[config.mk]
export PLATFORM = sky130hd
export DESIGN_NAME = guess_encoder_flat
export DESIGN_NICKNAME = d
export VERILOG_FILES = /design/src/rtl/guess_encoder_if.sv /design/src/rtl/guess_encoder.sv /design/src/flat_wrapper.sv
export SDC_FILE = /design/constraint.sdc
export NUM_CORES = 1
export LEC_CHECK = 0
export ABC_AREA = 1
export BUFFER_PORTS_ARGS = -buffer_cell sky130_fd_sc_hd__buf_4
export CAP_MARGIN = 20
export CORE_MARGIN = 1.5
export CORE_UTILIZATION = 55
export DETAILED_ROUTE_END_ITERATION = 10
export PLACE_DENSITY_LB_ADDON = 0.3
export SYNTH_ARGS = -nofsm -noshare
export SYNTH_HDL_FRONTEND = slang
export SYNTH_SLANG_ARGS = --single-unit
[constraint.sdc]
create_clock -name clk -period 1.3 [get_ports clk]
set_input_delay 0.26 -clock clk [delete_from_list [all_inputs] [get_ports clk]]
set_output_delay 0.26 -clock clk [all_outputs]
set_load 0.05 [all_outputs]
[src/rtl/guess_encoder_if.sv]
// Guess interface between the input front end and score_evaluation.
// Handshake: eval_now is a valid-only strobe with no ready; the consumer must
// take user_guess in the single cycle eval_now is high. guess_invalid and
// restart_game are likewise one-cycle, always-accepted event strobes.
interface guess_encoder_if;
   logic [2:0] user_guess;
   logic       eval_now;
   logic       guess_invalid;
   logic       restart_game;

   modport master (
      output user_guess,
      output eval_now,
      output guess_invalid,
      output restart_game
   );

   modport slave (
      input user_guess,
      input eval_now,
      input guess_invalid,
      input restart_game
   );
endinterface

[src/rtl/guess_encoder.sv]
// Whack-a-mole input front end: synchronizes and debounces the board buttons
// and bank switch, then turns a single clean direction press into a 3-bit
// guess with a one-cycle eval_now strobe. The centre button gives restart_game.
module guess_encoder #(
   parameter int DEBOUNCE_CYCLES = 500000,
   parameter int CNT_W           = 20
) (
   input  logic            clk,
   input  logic            rst,
   input  logic            btnUp,
   input  logic            btnDown,
   input  logic            btnLeft,
   input  logic            btnRight,
   input  logic            btnCenter,
   input  logic            sw,
   guess_encoder_if.master gif,
   output logic            state_dbg
);

   // Input bit order: 0 up, 1 right, 2 down, 3 left, 4 centre, 5 sw.
   // Directions 0..3 line up with their guess encoding.
   localparam int NUM_IN = 6;
   localparam logic [CNT_W-1:0] CNT_MAX = CNT_W'(DEBOUNCE_CYCLES - 1);

   typedef enum logic {IDLE, HELD} state_t;

   logic [NUM_IN-1:0] raw;
   logic [NUM_IN-1:0] sync1;
   logic [NUM_IN-1:0] sync2;
   logic [NUM_IN-1:0] level;
   logic [CNT_W-1:0]  cnt [NUM_IN];
   logic [4:0]        prev;
   logic [4:0]        rise;
   logic [3:0]        dirs;
   logic              any_dir_rise;
   logic              single_dir;
   logic              center_rise;
   logic [1:0]        dir_code;
   state_t            state;

   assign raw = {sw, btnCenter, btnLeft, btnDown, btnRight, btnUp};

   // Two-flop synchronizer for every raw input.
   always_ff @(posedge clk or negedge rst) begin
      if (!rst) begin
         sync1 <= '0;
         sync2 <= '0;
      end else begin
         sync1 <= raw;
         sync2 <= sync1;
      end
   end

   // Debounce: level only follows the synced input after it has differed
   // for DEBOUNCE_CYCLES consecutive cycles; any agreement restarts the count.
   always_ff @(posedge clk or negedge rst) begin
      if (!rst) begin
         level <= '0;
         for (int i = 0; i < NUM_IN; i++) cnt[i] <= '0;
      end else begin
         for (int i = 0; i < NUM_IN; i++) begin
            if (sync2[i] == level[i]) begin
               cnt[i] <= '0;
            end else if (cnt[i] == CNT_MAX) begin
               level[i] <= sync2[i];
               cnt[i]   <= '0;
            end else begin
               cnt[i] <= cnt[i] + 1'b1;
            end
         end
      end
   end

   // Previous debounced level of the buttons for rise detection.
   always_ff @(posedge clk or negedge rst) begin
      if (!rst) prev <= '0;
      else      prev <= level[4:0];
   end

   assign rise         = level[4:0] & ~prev;
   assign dirs         = level[3:0];
   assign any_dir_rise = |rise[3:0];
   assign single_dir   = (dirs != 4'b0) && ((dirs & (dirs - 4'd1)) == 4'b0);
   assign center_rise  = rise[4];

   // One-hot direction to guess code; only meaningful when single_dir is set.
   always_comb begin
      dir_code = 2'd0;
      unique case (dirs)
         4'b0001: dir_code = 2'd0;
         4'b0010: dir_code = 2'd1;
         4'b0100: dir_code = 2'd2;
         4'b1000: dir_code = 2'd3;
         default: dir_code = 2'd0;
      endcase
   end

   // Accept FSM with registered strobes. A centre rise coinciding with an
   // accept wins: restart fires, eval_now and the guess update are dropped,
   // and the FSM still waits for full release in HELD.
   always_ff @(posedge clk or negedge rst) begin
      if (!rst) begin
         state             <= IDLE;
         gif.user_guess    <= '0;
         gif.eval_now      <= 1'b0;
         gif.guess_invalid <= 1'b0;
         gif.restart_game  <= 1'b0;
      end else begin
         gif.eval_now      <= 1'b0;
         gif.guess_invalid <= 1'b0;
         gif.restart_game  <= center_rise;
         unique case (state)
            IDLE: begin
               if (any_dir_rise) begin
                  state <= HELD;
                  if (!single_dir) begin
                     gif.guess_invalid <= 1'b1;
                  end else if (!center_rise) begin
                     gif.user_guess <= {level[5], dir_code};
                     gif.eval_now   <= 1'b1;
                  end
               end
            end
            HELD: begin
               if (dirs == 4'b0) state <= IDLE;
            end
            default: state <= IDLE;
         endcase
      end
   end

   assign state_dbg = (state == HELD);

endmodule

[src/flat_wrapper.sv]
// flat-port wrapper written by rule: the top's interface ports become plain ports
module guess_encoder_flat 
#(
   parameter int DEBOUNCE_CYCLES = 500000,
   parameter int CNT_W           = 20
)
  (clk, rst, btnUp, btnDown, btnLeft, btnRight, btnCenter, sw, state_dbg, gif_user_guess, gif_eval_now, gif_guess_invalid, gif_restart_game);
  guess_encoder_if gif_i ();
  input  logic clk;
  input  logic rst;
  input  logic btnUp;
  input  logic btnDown;
  input  logic btnLeft;
  input  logic btnRight;
  input  logic btnCenter;
  input  logic sw;
  output logic state_dbg;
  output wire logic [$bits(gif_i.user_guess)-1:0] gif_user_guess;
  output wire logic [$bits(gif_i.eval_now)-1:0] gif_eval_now;
  output wire logic [$bits(gif_i.guess_invalid)-1:0] gif_guess_invalid;
  output wire logic [$bits(gif_i.restart_game)-1:0] gif_restart_game;
  assign gif_user_guess = gif_i.user_guess;
  assign gif_eval_now = gif_i.eval_now;
  assign gif_guess_invalid = gif_i.guess_invalid;
  assign gif_restart_game = gif_i.restart_game;
  guess_encoder #(.DEBOUNCE_CYCLES(DEBOUNCE_CYCLES), .CNT_W(CNT_W)) u_core (.clk(clk), .rst(rst), .btnUp(btnUp), .btnDown(btnDown), .btnLeft(btnLeft), .btnRight(btnRight), .btnCenter(btnCenter), .sw(sw), .gif(gif_i), .state_dbg(state_dbg));
endmodule
==> flow_metrics.py <==
metrics = {
    "floorplan": {
        "pin_count": 15,
        "row_count": 44,
        "die_h_um": 125,
        "coreArea_mm2": 0.0145,
        "fp.dieW_um": 125,
        "die_area_mm2": 0.0156,
        "start_util_pct": 56.1,
    },
    "global_routing": {
        "grt_max_degree": 36,
        "grt_antenna_before_repair": 0,
        "grt.total_usage_pct": 25.0,
        "grt_overflow": 0,
        "grt_pass1_vias": 7002,
        "grt_pass1_wl_um": 31800,
    },
    "timing": {
        "period_minus_slack_ns": 1.42,
        "fin_setup_tns_ns": -2.89,
        "finClkSkew_ns": 0.00983,
        "fmax_mhz": 706,
        "finalWorstSetupSlack_ns": -0.116,
        "worst_pin_slew_ns": 0.429,
        "setup_viol": 60,
        "holdWs_ns": 0.310,
        "slew_headroom_pct": 71.3,
        "rsz0062_at_grt": "yes",
        "hold_violations": 0,
        "slew_viol_final": 0,
        "fin_crit_sh_pct": 109,
    },
    "yosys": {
        "seq_area_frac_synth_pct": 46.0,
        "yosys.cell_types.count": 34,
        "synthArstFlopShare_pct": 100,
        "yosysWarnings": 0,
        "avgSynthCellArea_um2": 7.55,
        "synth_edf_count": 0,
        "synth_area_mm2": 0.00816,
        "netlist_instances": 1080,
        "synth-seq-cells": 150,
        "synth_top_flop_cell": "dfrtp_1",
        "syn-num-nets": 1094,
    },
    "place": {
        "gp_congestion": 0.887,
        "dp.final_hpwl_um": 13200,
        "io_buffers": 14,
        "dp.cells": 1359,
    },
    "routing": {
        "drt_first_pass_iters": 6,
        "drtIter0Drc": 588,
        "routedWlPerCell_um": 15.6,
        "via_per_inst": 5.32,
        "postRouteWirelength_um": 22500,
        "ant_nets": 0,
        "vias": 7687,
        "post-route-drc-count": 0,
    },
    "pwr": {
        "vdd_drop_max_mv": 0.924,
        "power_leakage_uw": 0.00511,
        "total_power_uw": 10800,
        "power_density_mw_per_mm2": 932,
    },
    "worst_setup_path": {
        "cpMostUsedCell": "nand2_1",
        "crit_fanout": 4,
        "worst-setup-path-type": "reg -> reg",
        "rr_endpoint": "u_core.cnt[78]",
        "arrival_ns": 1.77,
        "cp-end-kind": "flip-flop",
        "cpPeakStageDelay_ns": 0.40,
        "rrSetupSlack_ns": -0.12,
        "reg2reg_depth": 9,
        "path_cells": "ha_4, nand2_4, nor2_4, nand2_2, nor2_4, nand2_1, nand2_1, nand2_1, nor2_1",
        "rr_startpoint": "u_core.cnt[61]",
        "cpMaxStageDelayCell": "dfrtp_1",
        "cp.required_ns": 1.65,
        "critPathLaunchType": "flip-flop",
    },
    "clock_network": {
        "cts_buffers": 17,
        "path_clk_slew_ns": 0.06,
        "tritoncts": "built",
        "cts.sinks": 150,
        "htree_num_levels": 4,
        "cts_root_buf": "clkbuf_16",
        "clk_latency_ns": 0.42,
        "cts_buffer_depth": 2,
    },
    "final_layout": {
        "nFillCells": 861,
        "final_cells": 1444,
        "drive_above_1_share_pct": 40.1,
        "antenna_cells": 0,
        "post-route-util_pct": 79.8,
        "syn_to_final_growth_pct": 42.1,
        "layout.nets": 1262,
    },
    "flow_run": {
        "max-cap-violations": 0,
    },
    "hold_path": {
        "min_path_type": "in -> async",
    },
    "run_status": {
        "violations": "negative setup slack",
        "outcome": "complete, but fails checks",
    },
}
where the power goes:
part           internal, uW  switching (uW)
clock                  3520            1910
combinational           234             312
sequential             4740            83.8
final cells by class:
type	count	area (um2)	area share [%]
Inverter	130	493	4.25
Clock inverter	6	138	1.19
Tap cell	184	230	1.99
Clock buffer	25	515	4.45
Sequential cell	150	3790	32.7
Timing Repair Buffer	154	1370	11.8
Multi-Input combinational cell	795	5060	43.6
state kept, by name, summed over array words and instances, names as in the netlist:
signal,count
u_core.cnt,120
u_core.gif.eval_now,1
u_core.gif.guess_invalid,1
u_core.gif.restart_game,1
u_core.gif.user_guess,3
u_core.level,6
u_core.prev,5
u_core.state_dbg,1
u_core.sync1,6
u_core.sync2,6
worst max-delay path by stage:
stage / startpoint / endpoint / slack [ns] / depth (start not counted)
after floorplan: u_core.cnt[60] / u_core.cnt[70] / 0.02 / 7
after detailed placement: u_core.cnt[20] / u_core.cnt[20] / -0.11 / 6
final: u_core.cnt[61] / u_core.cnt[78] / -0.12 / 9
after global routing: u_core.cnt[20] / u_core.cnt[38] / -0.19 / 9
after global placement: u_core.cnt[20] / u_core.cnt[38] / -0.09 / 6
after CTS: u_core.cnt[60] / u_core.cnt[78] / -0.04 / 8
per-stage QoR:
step           setup WS (ns)  instance area, um2
2_1_floorplan         0.0180                8160
3_3_place_gp         -0.0871                9180
3_5_place_dp          -0.107                9180
4_1_cts              -0.0417               10100
5_1_grt               -0.192               11600
6_report              -0.116               11600
kinds of logic after synthesis:
kind of cell,count (synthesis),synth area share (%)
adder cells (fa/ha/maj),6,0.920
AO/OA/AOI/OAI,40,2.64
AND/OR/NAND/NOR,691,37.3
flip-flops,150,46.0
XOR/XNOR,58,6.73
buffers and inverters,135,6.43
layer usage:
metal	global-route usage [%]	up-vias	part of all wire, %
met5	0	-	0
met4	7.78	0	2.3
met3	4.98	53	4.6
met2	41.2	245	51
met1	33.4	3706	42
li1	-	3683	-
cell usage after synthesis (11+ instances only):
cell type	count	area, um2
nand2_2	15	93.8
nor2_1	270	1010
nor2_2	19	119
nor2_4	12	135
o21ai_0	11	55.1
nand3_1	75	375
nand2_1	249	935
xnor2_1	21	184
nand4_1	19	119
inv_1	120	450
xor2_1	33	289
dfrtp_1	150	3750
a21oi_1	19	95.1
what timing repair did:
| item | in CTS | in global routing |
|---|---|---|
| hold buffers | 7 | 0 |
| gates resized for setup | 55 | 325 |
| setup buffers | 7 | 40 |
| pin swaps | 25 | 116 |
| cloned | 0 | 0 |
| endpoints found under the hold margin | 37 | 0 |
| setup endpoints to repair | 73 | 114 |
critical path, delay by kind of cell, from the launching register on:
| family | cells | cell delay, ns |
|---|---|---|
| simple gates | 8 | 0.77 |
| flops | 1 | 0.40 |
| fa+ha+maj | 1 | 0.18 |
cells in the final DEF, fill, tap and decap left out, types with 23 or more instances in the layout:
| cell type | synthesis | layout |
|---|---|---|
| buf_4 | 2 | 108 |
| buf_6 | 1 | 33 |
| dfrtp_1 | 150 | 123 |
| dfrtp_2 | 0 | 27 |
| inv_1 | 120 | 105 |
| inv_2 | 10 | 23 |
| nand2_1 | 249 | 188 |
| nand2_2 | 15 | 51 |
| nand2_4 | 1 | 25 |
| nand3_1 | 75 | 28 |
| nand3_2 | 5 | 41 |
| nor2_1 | 270 | 185 |
| nor2_2 | 19 | 66 |
| nor2_4 | 12 | 50 |
| xor2_1 | 33 | 32 |
Power figures use the tool's default switching activity.
